`src/rtl/wb_queue.sv`:
```
// wb_queue -- in-order register-file write-back queue with read bypass.
//
// Two result sources (A: ALU, B: mult/div) compete for one enqueue slot per
// cycle; A has fixed priority. Entries drain to the register file one per
// cycle (the register file always accepts). Pending entries are searched for
// the two read addresses so that operand reads see the newest value.
//
// Ports:
//   clk, rst                     clock, synchronous active-high reset
//   a_valid/a_reg/a_data/a_ready source A handshake
//   b_valid/b_reg/b_data/b_ready source B handshake
//   regW/regWrite/dataWrite      register file write port (head entry)
//   regRead1/regRead2            register file read addresses this cycle
//   fwd1_hit/fwd1_data           bypass result for regRead1
//   fwd2_hit/fwd2_data           bypass result for regRead2
//   count/full/empty             occupancy status
module wb_queue #(
  parameter int DEPTH = 4
) (
  input  logic                     clk,
  input  logic                     rst,
  input  logic                     a_valid,
  input  logic [4:0]               a_reg,
  input  logic [31:0]              a_data,
  output logic                     a_ready,
  input  logic                     b_valid,
  input  logic [4:0]               b_reg,
  input  logic [31:0]              b_data,
  output logic                     b_ready,
  output logic                     regW,
  output logic [4:0]               regWrite,
  output logic [31:0]              dataWrite,
  input  logic [4:0]               regRead1,
  input  logic [4:0]               regRead2,
  output logic                     fwd1_hit,
  output logic [31:0]              fwd1_data,
  output logic                     fwd2_hit,
  output logic [31:0]              fwd2_data,
  output logic [$clog2(DEPTH):0]   count,
  output logic                     full,
  output logic                     empty
);

  localparam int AW = $clog2(DEPTH);
  localparam int CW = AW + 1;

  logic [4:0]    reg_q  [DEPTH];
  logic [31:0]   data_q [DEPTH];
  logic [AW-1:0] head_q, head_d;
  logic [AW-1:0] tail_q, tail_d;
  logic [CW-1:0] count_q, count_d;

  logic          push, pop;
  logic [4:0]    in_reg;
  logic [31:0]   in_data;

  assign full    = (count_q == CW'(DEPTH));
  assign empty   = (count_q == '0);
  assign count   = count_q;
  assign a_ready = !full;
  assign b_ready = !full && !a_valid;

  assign regW      = !empty;
  assign regWrite  = reg_q[head_q];
  assign dataWrite = data_q[head_q];

  // A handshake with register 0 completes but is dropped here.
  always_comb begin
    push    = 1'b0;
    in_reg  = a_reg;
    in_data = a_data;
    if (a_valid && a_ready) begin
      push = (a_reg != 5'd0);
    end else if (b_valid && b_ready) begin
      push    = (b_reg != 5'd0);
      in_reg  = b_reg;
      in_data = b_data;
    end
  end

  assign pop = !empty;

  always_comb begin
    head_d  = head_q;
    tail_d  = tail_q;
    count_d = count_q + CW'(push) - CW'(pop);
    if (pop)  head_d = head_q + 1'b1;
    if (push) tail_d = tail_q + 1'b1;
  end

  always_ff @(posedge clk) begin
    if (rst) begin
      head_q  <= '0;
      tail_q  <= '0;
      count_q <= '0;
    end else begin
      head_q  <= head_d;
      tail_q  <= tail_d;
      count_q <= count_d;
      if (push) begin
        reg_q[tail_q]  <= in_reg;
        data_q[tail_q] <= in_data;
      end
    end
  end

  // Scan from oldest to youngest so the last match (youngest) wins.
  always_comb begin
    logic [AW-1:0] idx;
    fwd1_hit  = 1'b0;
    fwd1_data = '0;
    fwd2_hit  = 1'b0;
    fwd2_data = '0;
    idx       = '0;
    for (int unsigned k = 0; k < DEPTH; k++) begin
      idx = head_q + AW'(k);
      if (CW'(k) < count_q) begin
        if (regRead1 != 5'd0 && reg_q[idx] == regRead1) begin
          fwd1_hit  = 1'b1;
          fwd1_data = data_q[idx];
        end
        if (regRead2 != 5'd0 && reg_q[idx] == regRead2) begin
          fwd2_hit  = 1'b1;
          fwd2_data = data_q[idx];
        end
      end
    end
  end

endmodule

```
`config.mk`:
```
export PLATFORM = sky130hd
export DESIGN_NAME = wb_queue
export DESIGN_NICKNAME = d
export VERILOG_FILES = /design/src/rtl/wb_queue.sv
export SDC_FILE = /design/constraint.sdc
export NUM_CORES = 1
export LEC_CHECK = 0
export CAP_MARGIN = 20
export CORE_MARGIN = 1.5
export CORE_UTILIZATION = 50
export DETAILED_ROUTE_END_ITERATION = 7
export HOLD_SLACK_MARGIN = 0.15
export PLACE_DENSITY = 0.76
export SYNTH_ARGS = -nofsm -noshare
export SYNTH_HDL_FRONTEND = slang
export SYNTH_SLANG_ARGS = --single-unit
```
`constraint.sdc`:
```
create_clock -name clk -period 5.3 [get_ports clk]
set_input_delay 1.06 -clock clk [delete_from_list [all_inputs] [get_ports clk]]
set_output_delay 1.06 -clock clk [all_outputs]
set_load 0.005 [all_outputs]
```
# Word level (Yosys, flattened, before mapping)
# Memories as Yosys holds them, arrays and structs flattened. A register that Yosys moved wholly into a read port is not among the register bits.
# Index checks and enable logic that the tools add are counted.
# Widths: inputs -> output; s select.
[word_totals] ff_bits=7 ram_bits=148 in_bits=88 output_inout_bits=111 word_cells=88 memories=2
[classes] n_addsub=6 magnitude_cmp=4 eq_ne=9 muxes=45 n_reduce_logical=19
[memory_table] name="data_q" depth=4 width=32 read_ports=4 rd_ports_with_merged_regs=1 write_ports=1 line="48" text="logic [31:0] data_q [DEPTH];"
[memory_table] name="reg_q" depth=4 width=5 read_ports=4 rd_ports_with_merged_regs=1 write_ports=1 line="47" text="logic [4:0] reg_q [DEPTH];"
[ops] op="$mux 32" n=18
[ops] op="$eq 5x5->1" n=8
[ops] op="$mux 1" n=21
[ops] op="$reduce_bool 5->1" n=4
[ops] op="$logic_and 1x1->1" n=11
[ops] op="$mux 5" n=2
[ops] op="$mux 2" n=4
[ops] op="$lt 1x3->1 const A" n=2
[ops] op="$lt 2x3->1 const A" n=2
[ops] op="$add 2x1->2 const B" n=2
[ops] op="$add 2x2->2 const B" n=2
[ops] op="$add 3x1->3" n=1
[ops] op="$eq 3x3->1 const B" n=1
[ops] op="$logic_not 1->1" n=3
[ops] op="$logic_not 3->1" n=1
[ops] op="$sub 3x1->3" n=1

# Depth between registers and ports, before layout
# Gate-level depths: netlist of the first run.
[depth] ltp_word=10 ltp_mapped=11 mapped_depth_nobuf=10

# Least setup slack after synthesis of the first run
# Ideal clock, no wire load.
[synth_timing] path_type="input to output" from="in regRead1[1]" to="out fwd1_hit" t_arrival_ps=2830 required_ps=4240 slack_ps=1410 cell_stages=9 n_path_buf=3 path_cell_list="clkbuf_1 > nor4_1 > nand2_1 > and3_1 > and2_1 > clkbuf_1 > nor2_1 > clkbuf_1 > o211ai_1"
[synth_via] elab_chain_cells=10 word_cells_on_any_way=17 cone_classes="eq/ne: 4; mux: 8; reduce/logical: 5"
[synth_rtl] element="start: declaration" line="33" text="input logic [4:0] regRead1,"
[synth_rtl] element="$eq 5x5->1 or $reduce_bool 5->1 (tied branches)" line="118" text="if (regRead1 != 5'd0 && reg_q[idx] == regRead1) begin"
[synth_rtl] element="$logic_and 1x1->1" line="118"
[synth_rtl] element="$mux 1" line="118"
[synth_rtl] element="$mux 1" line="117" text="if (CW'(k) < count_q) begin"
[synth_rtl] element="$mux 1" line="118"
[synth_rtl] element="$mux 1" line="117"
[synth_rtl] element="$mux 1" line="118"
[synth_rtl] element="$mux 1" line="117"
[synth_rtl] element="$mux 1" line="118"
[synth_rtl] element="$mux 1 (*)" line="117"
[synth_rtl] element="end: declaration" line="35" text="output logic fwd1_hit,"
# Mark *: on every way between the ends. The rest lies on a longest branch, timed or not.

# Worst setup path in the final report of the first run
[layout_timing] from="in regRead2[4]" to="out fwd2_data[0]"
[layout_via] elab_chain_cells=10 word_cells_on_any_way=17 cone_classes="eq/ne: 4; mux: 8; reduce/logical: 5"
[layout_rtl] element="start: declaration" line="34" text="input logic [4:0] regRead2,"
[layout_rtl] element="$eq 5x5->1 or $reduce_bool 5->1 (tied branches)" line="122" text="if (regRead2 != 5'd0 && reg_q[idx] == regRead2) begin"
[layout_rtl] element="$logic_and 1x1->1" line="122"
[layout_rtl] element="$mux 32" line="122"
[layout_rtl] element="$mux 32" line="117"
[layout_rtl] element="$mux 32" line="122"
[layout_rtl] element="$mux 32" line="117"
[layout_rtl] element="$mux 32" line="122"
[layout_rtl] element="$mux 32" line="117"
[layout_rtl] element="$mux 32" line="122"
[layout_rtl] element="$mux 32 (*)" line="117"
[layout_rtl] element="end: declaration" line="38" text="output logic [31:0] fwd2_data,"
# Marked as above.

==> run metrics, run 1 <==
first-pass GRT wire length 51700 um; routed vias 9392; most used cell, CP clkdlybuf4s50_1; drt total wl around 33000 um; post-synthesis adder-cell area fraction 1.05%; CP max stage delay 0.71 ns; R2R setup slack 2.80 ns; worst hold endpoint tail_q[1]$_SDFFE_PP0N_; category of the most critical setup path in2out; Die Height roughly 150 um; antenna-violating nets left 0; initial antenna violation count 0; layout cells sized above 1 a little over a fifth; setup TNS 0 ns; Net Count, Synth about 1.0k; H-tree levels 4; DP HPWL 21800 um; reg2reg end count[1]$_SDFF_PP0_; largest net degree at the start of global routing 81; Yosys reg bits 157; crit path cell chain clkdlybuf4s50_1 > nor4_1 > and2_1 > or4_2 > buf_4 > o32ai_1 > clkdlybuf4s50_1; port bufs 198; Final Cell Area about 14000 um^2; Slowest cell on crit path or4_2; Tcrit/Tclk final roughly 97%; Max Buffers Root-to-Sink 2; FP Rows 55; RePlAce Congestion 0.936; placed cell area 13700 um^2; Post-synth EDFFs ~150; MaxCap Viol Count 0; clock sink count around 160; fin cells 1399; Syn-to-layout area delta 24.6%; clk_lat worst skew ~0.43 ns; R2R cell count 9; final core area utilization between 60% and 70%; GR Util All Layers between 20% and 30%; total congestion overflow 0; Fmax achieved roughly 0.20 GHz; mux contribution to synthesized area 27.3%; Worst Path Max Fanout 32; endpoints failing hold 0; core area 22500 um^2; unique cell type count in the Yosys netlist between 40 and 50; M3 GR Usage between 5 and 6%; ys flop type edfxtp_1; Worst Path Arrival around 4.1 ns; Post-Place Cells approximately 1.4k; Die W 154 um; GRT met2 Usage 47.4%; # diodes 0; Post-Synthesis Cell Area ~11000 um^2; overall die area approximately 24000 um^2; Final min period 5.12 ns; IO Count between 150 and 200; Initial Utilization 50.7%; TritonCTS clock tree built; DRC errors left 0; most common cell after layout, fill and taps aside clkdlybuf4s50_1; worst-margin pin slew ~1.1 ns; Pins Over Slew Limit 0; LEAKAGE roughly 4.4 nW; initial DRC count 1023; hold path depth 2; headroom to the max-slew limit just under 30%; Avg Cell Area, Syn between 10 and 15 um^2; area of the multi-input gates approximately 6300 um^2; reg2reg start count[2]$_SDFF_PP0_; Synth async-reset ratio 0%; Layout fillers approximately 1.7k; WL/cell between 20 and 25 um; first-pass iteration count of the detailed router 5; commonest cells after routing, fill and taps aside 198 x clkdlybuf4s50_1, 148 x edfxtp_1, 94 x mux4_2; top cell type's share of synthesized area 38.9%; top cell type by total area after synthesis edfxtp_1; NumNets Final 1199; Setup Skew about 0.010 ns; Pwr Total between 6 and 7 mW; endpoint type of the worst setup path output port; Post CTS Setup Buffer Count 0; final setup fails 0; largest family of logic cells by synthesized area multiplexers; worst hold path type reg2reg; status finished clean; CTS Buf Count 17; met1 GRT Util 35.8%; clock root buffer clkbuf_16; Syn. warnings 0; vias in the first global route around 9.5k; Power Density roughly 420 nW/um^2; Synth Area in XOR/XNOR under 10%; Hold Startpoint tail_q[1]$_SDFFE_PP0N_; Simple-Gate Fraction of Synth Area 9.76%; crit path launch type input port; RSZ-0062 raised after global routing no; post-synthesis compound-gate area fraction approximately 14%; worst endpoint required time 4.24 ns; vias per cell about 6.7; Post-Syn Instances approximately 950; Reg area approximately 4600 um^2; GRT Max-Usage Layer met2; post-synthesis sequential area ratio between 40 and 50%; top cells by area, synth edfxtp_1 39%, mux4_2 19%, mux2_2 6.3%; clock slew at reported path FFs roughly 0.060 ns; Worst VDD drop between 300 and 400 uV
[layer usage]
metal / share of wire, % / vias to the layer above
met2: 49 / 606
met4: 3.4 / 0
met1: 37 / 4569
met3: 10 / 92
met5: 0 / -
li1: - / 4125
[critical path, delay by kind of cell]
family          cells  cell delay, ns
compound gates      1            0.41
simple gates        3            1.04
buf+inv             3            1.53
[flip-flops by register name, indices dropped and copies added (netlist names), named ones only]
| register | cells |
|---|---|
| count | 3 |
| data_q | 128 |
| tail_q | 2 |
| head_q | 2 |
| reg_q | 20 |
[worst max path at each step]
stage	start	depth (start not counted)	slack [ns]	endpoint
after detailed placement	regRead1[0]	9	0.20	fwd1_data[19]
after floorplan	regRead1[1]	9	1.41	fwd1_hit
after global routing	regRead1[3]	9	0.05	fwd1_data[0]
after global placement	regRead1[0]	9	0.21	fwd1_data[5]
after CTS	regRead2[4]	7	0.20	fwd2_data[0]
final	regRead2[4]	7	0.18	fwd2_data[0]
[logic make-up after synthesis]
kind of cell / after synthesis
xor+xnor: 40
flops: 157
mux: 186
fa+ha+maj: 9
simple gates: 210
compound gates: 226
buf+inv: 118
[timing repair]
| action | in CTS | in global routing |
|---|---|---|
| setup endpoints to repair | 0 | 2 |
| hold buffers | 0 | 0 |
| gates resized for setup | 0 | 1 |
[per-stage QoR]
stage | setup slack, ns | hold slack, ns
floorplan | 1.41 | 0.518
global placement | 0.208 | 0.547
detailed placement | 0.197 | 0.576
CTS | 0.200 | 0.580
global route | 0.0509 | 0.595
finish | 0.176 | 0.577
[synth_stat cells, drive strengths merged, types with 3 or more instances]
| library cell | n |
|---|---|
| nor3b | 32 |
| clkbuf | 61 |
| nand3 | 4 |
| a31oi | 31 |
| mux2 | 64 |
| nand2 | 8 |
| a21oi | 30 |
| and2 | 37 |
| o21a | 26 |
| inv | 19 |
| o21ai | 35 |
| xor2 | 12 |
| xnor2 | 28 |
| dfxtp | 9 |
| ha | 8 |
| nor3 | 33 |
| nor2 | 76 |
| a211oi | 36 |
| nand4 | 4 |
| nor4 | 5 |
| or4 | 4 |
| o22ai | 5 |
| o32ai | 26 |
| a221oi | 31 |
| o211ai | 3 |
| buf | 38 |
| mux4 | 94 |
| mux2i | 28 |
| edfxtp | 148 |
[power breakdown]
| group | total, mW | internal [mW] | leakage (nW) | switching, mW |
|---|---|---|---|---|
| clock network | 1.08 | 0.592 | 0.242 | 0.489 |
| registers | 1.73 | 1.56 | 1.42 | 0.170 |
| logic | 3.22 | 1.62 | 2.76 | 1.60 |
| total | 6.03 | 3.78 | 4.42 | 2.26 |
[cell type report]
| type | count | area share [%] |
|---|---|---|
| multi-input combinational | 671 | 44.5 |
| sequential | 157 | 32.6 |
| timing repair buffer | 236 | 16.3 |
| clock buffer | 20 | 3.07 |
| tap | 285 | 2.51 |
| clock inverter | 11 | 0.502 |
| inverter | 19 | 0.502 |
(Power assumes the default switching activity.)
==> inputs of run 2 (changes only) <==
PLACE_DENSITY = 0.77   (was 0.76)
==> run metrics, run 2 (synthesis gave the netlist of run 1 again) <==
R2R setup slack around 2.8 ns; IO Count 199; final setup fails 0; Final Cell Area ~14000 um^2; Setup Skew approximately 0.013 ns; first-pass GRT wire length a little over 50000 um; met1 GRT Util 37.3%; routed vias roughly 9.4k; Largest register FFs 128; Max Buffers Root-to-Sink 2; layout cells sized above 1 21.9%; RSZ-0062 raised after global routing no; core area 22500 um^2; clock sink count between 150 and 200; GRT met2 Usage roughly 46%; Tcrit/Tclk final ~97%; category of the most critical setup path in2out; GR Util All Layers roughly 28%; TritonCTS clock tree built; GRT Max-Usage Layer met2; largest net degree at the start of global routing 94; Die Height around 150 um; Initial Utilization between 50% and 60%; Reg with most FFs data_q; endpoint type of the worst setup path output port; placed cell area ~14000 um^2; crit path launch type input port; Worst Path Arrival between 4 and 5 ns; DP HPWL 21700 um; vias in the first global route between 9k and 10k; clk_lat worst skew roughly 0.43 ns; clock slew at reported path FFs around 0.060 ns; worst hold path type reg2reg; reg2reg start count[2]$_SDFF_PP0_; Pins Over Slew Limit 0; most used cell, CP clkdlybuf4s50_1; R2R cell count 9; first-pass iteration count of the detailed router 7; NumNets Final 1194; H-tree levels 4; WL/cell 23.4 um; port bufs ~200; drt total wl around 33000 um; setup TNS 0 ns; initial DRC count 1079; Reg area roughly 4600 um^2; antenna-violating nets left 0; reg2reg end count[1]$_SDFF_PP0_; hold_buf cts 0; PostCTS Resize Cnt 0; Layout fillers 1710; FP Rows 55; Die W about 150 um; area of the multi-input gates around 6300 um^2; Critical path origin regRead2[1]; endpoints failing hold 0; Worst VDD drop approximately 290 uV; CP max stage delay roughly 0.71 ns; Syn-to-layout area delta 24.8%; Slowest cell on crit path or4_2; Fmax achieved 0.195 GHz; initial antenna violation count 0; status finished clean; CTS Buf Count 17; vias per cell roughly 6.7; Pwr Total 6.13 mW; commonest cells after routing, fill and taps aside 198 x clkdlybuf4s50_1, 148 x edfxtp_1, 94 x mux4_2; critical path endpoint fwd2_data[2]; M3 GR Usage under 10%; worst-margin pin slew about 1.1 ns; Post CTS Setup Buffer Count 0; LEAKAGE roughly 4.4 nW; worst endpoint required time roughly 4.2 ns; overall die area about 24000 um^2; total congestion overflow 0; most common cell after layout, fill and taps aside clkdlybuf4s50_1; Power Density around 430 nW/um^2; final core area utilization 63.3%; # diodes 0; crit path cell chain clkdlybuf4s50_1 > nor4_1 > and2_1 > or4_2 > buf_4 > o32ai_1 > clkdlybuf4s50_1; clock root buffer clkbuf_16; Worst Path Max Fanout 34; RePlAce Congestion 0.929; headroom to the max-slew limit 29.2%; Final min period around 5.1 ns; MaxCap Viol Count 0; DRC errors left 0
[run 2: layer usage]
metal	share of wire, %	wire length [um]	vias up
met1	40	13000	4614
met3	8.8	2860	78
met4	2.8	920	0
met2	49	15900	589
met5	0	0	-
li1	-	-	4104
[run 2: final cells by class]
type	instances	share of cell area, %
clock inverters	15	0.958
repair buffers	231	16.1
clock buffers	17	2.99
well taps	285	2.50
inverters	19	0.501
multi-input cells	671	44.4
flip-flops and latches	157	32.5
[run 2: per-stage QoR]
stage | hold slack, ns | worst slack (ns) | instances
global placement | 0.542 | 0.223 | 1363
global route | 0.580 | 0.0152 | 1395
finish | 0.565 | 0.166 | 1395
CTS | 0.570 | 0.201 | 1395
floorplan | 0.518 | 1.41 | 946
detailed placement | 0.568 | 0.207 | 1363
[run 2: worst min path at each step]
| stage | start | to | slack (ns) | depth (start not counted) |
|---|---|---|---|---|
| after floorplan | tail_q[1]$_SDFFE_PP0N_ | tail_q[1]$_SDFFE_PP0N_ | 0.52 | 2 |
| after global placement | tail_q[1]$_SDFFE_PP0N_ | tail_q[1]$_SDFFE_PP0N_ | 0.54 | 2 |
| after detailed placement | tail_q[1]$_SDFFE_PP0N_ | tail_q[1]$_SDFFE_PP0N_ | 0.57 | 2 |
| after CTS | tail_q[1]$_SDFFE_PP0N_ | tail_q[1]$_SDFFE_PP0N_ | 0.57 | 2 |
| after global routing | tail_q[1]$_SDFFE_PP0N_ | tail_q[1]$_SDFFE_PP0N_ | 0.58 | 2 |
| final | tail_q[1]$_SDFFE_PP0N_ | tail_q[1]$_SDFFE_PP0N_ | 0.57 | 2 |
[run 2: where the power goes]
| part | internal [mW] | leakage, nW | total, mW | switching [mW] |
|---|---|---|---|---|
| combinational | 1.62 | 2.73 | 3.22 | 1.60 |
| clock | 0.652 | 0.269 | 1.17 | 0.518 |
| sequential | 1.56 | 1.42 | 1.74 | 0.180 |
| total | 3.84 | 4.43 | 6.13 | 2.29 |
[run 2: critical path: cells and delay by family]
| family | cells | cell delay [ns] |
|---|---|---|
| buffers and inverters | 3 | 1.49 |
| AND/OR/NAND/NOR | 3 | 1.04 |
| AO/OA/AOI/OAI | 1 | 0.46 |
==> inputs of run 3 (changes only) <==
CORE_MARGIN = 3   (was 1.5)
SKIP_CTS_REPAIR_TIMING = 1   (was not set)
==> run metrics, run 3 (synthesis gave the netlist of run 1 again) <==
status finished clean; GR Util All Layers 27.0%; crit path launch type input port; WP buf/inv 4; H-tree levels 4; category of the most critical setup path in2out; worst endpoint required time roughly 4.2 ns; drt total wl around 34000 um; Flop pwr share about 28%; Power Density between 400 and 500 nW/um^2; Largest register FFs between 100 and 150; vias per cell between 6 and 7; WL/cell ~24 um; clock sink count 157; setup TNS 0 ns; routed vias between 9k and 10k; CTS Buf Count 17; IO Count slightly below 200; endpoints failing hold 0; largest net degree at the start of global routing 76; first-pass GRT wire length 51800 um; Setup Skew around 0.014 ns; # diodes 0; final setup fails 0; DRC errors left 0; Max Buffers Root-to-Sink 2; clock slew at reported path FFs 0.06 ns; Hold WS about 0.58 ns; clock root buffer clkbuf_16; core area between 20000 and 25000 um^2; TritonCTS clock tree built; Fmax achieved 0.193 GHz; total congestion overflow 0; Tcrit/Tclk final slightly below 100%; RePlAce Congestion roughly 0.9; initial antenna violation count 0; most common cell after layout, fill and taps aside clkdlybuf4s50_1; MaxCap Viol Count 0; CP top delay family buffers and inverters; FP Rows 54; NumNets Final approximately 1.2k; worst-margin pin slew 1.00 ns; port bufs approximately 200; Worst VDD drop a little over 300 uV; Die W 157 um; Worst Path Arrival between 4 and 5 ns; crit path cell chain clkdlybuf4s50_1 > xor2_1 > or4_2 > buf_4 > nor3b_1 > a31oi_1 > a211oi_1 > buf_4 > clkdlybuf4s50_1; initial DRC count between 1k and 1.5k; Switching Fraction between 30% and 40%; layout cells sized above 1 ~22%; commonest cells after routing, fill and taps aside 198 x clkdlybuf4s50_1, 148 x edfxtp_1, 94 x mux4_2; worst hold path type reg2reg; vias in the first global route 9409; CP max stage delay ~0.7 ns; LEAKAGE 4.55 nW; clk_lat worst skew about 0.43 ns; headroom to the max-slew limit between 30 and 40%; Slowest cell on crit path or4_2; DP HPWL about 22000 um; endpoint type of the worst setup path output port; Worst Path Max Fanout 16; first-pass iteration count of the detailed router 8; Clock Power Share 20.7%; Initial Utilization 51.7%; Reg with most FFs data_q; antenna-violating nets left 0; Syn-to-layout area delta 26.8%; Die Height between 150 and 200 um; Psw 2.29 mW; Int Power slightly above 4 mW; Gate power share roughly half; overall die area approximately 25000 um^2; Pins Over Slew Limit 0; RSZ-0062 raised after global routing no; Final min period 5.18 ns
==> run 3: stage by stage <==
step                utilization [%]  std cells  worst slack (ns)  total power [mW]  area (um^2)
finish                         65.5       1393             0.120              6.32        14500
global route                   65.5       1393            0.0145              6.63        14500
CTS                            65.2       1390             0.195              6.29        14400
detailed placement             62.3       1358             0.203              4.96        13800
global placement               62.3       1358             0.231              4.89        13800
floorplan                         -        946              1.41              3.76        11400
==> run 3: worst register-to-register path, stage by stage, from the launching register on <==
cell and delay, ns:
dfxtp_1 0.39, inv_1 0.13, nor3_1 0.46, inv_1 0.13, o311ai_1 0.25, ha_1 0.36, inv_1 0.06, ha_1 0.18
fa_1 0.42, nor2b_1 0.13
==> run 3: worst paths after layout <==
check,slack [ns],endpoint,startpoint,cells after the start
worst max register to register,2.69,count[1]$_SDFF_PP0_,count[2]$_SDFF_PP0_,9
worst min register to register,0.58,tail_q[1]$_SDFFE_PP0N_,tail_q[1]$_SDFFE_PP0N_,2
worst max-delay path,0.12,fwd1_data[0],regRead1[4],9
worst min-delay path,0.58,tail_q[1]$_SDFFE_PP0N_,tail_q[1]$_SDFFE_PP0N_,2
==> run 3: cell type report <==
class / count / area [um^2]
fillers: 1613 / 7620
multi-input cells: 671 / 6330
flip-flops and latches: 157 / 4640
repair buffers: 234 / 2440
clock buffers: 19 / 453
well taps: 280 / 350
clock inverters: 13 / 190
inverters: 19 / 71.3
==> run 3: layer usage <==
| metal | vias up | wire length, um | track usage (%) |
|---|---|---|---|
| met2 | 661 | 16900 | 45.5 |
| met3 | 118 | 3420 | 4.70 |
| li1 | 4114 | - | - |
| met5 | - | 0 | 0 |
| met1 | 4627 | 12500 | 34.7 |
| met4 | 0 | 1100 | 11.5 |
==> run 3: power groups by stage <==
stage	Clock, mW	Combinational (mW)	Sequential (mW)
after global routing	1.38	3.42	1.82
after floorplan	0	2.11	1.65
after detailed placement	0	3.14	1.81
after CTS	1.32	3.17	1.79
final	1.31	3.22	1.79
after global placement	0	3.09	1.80
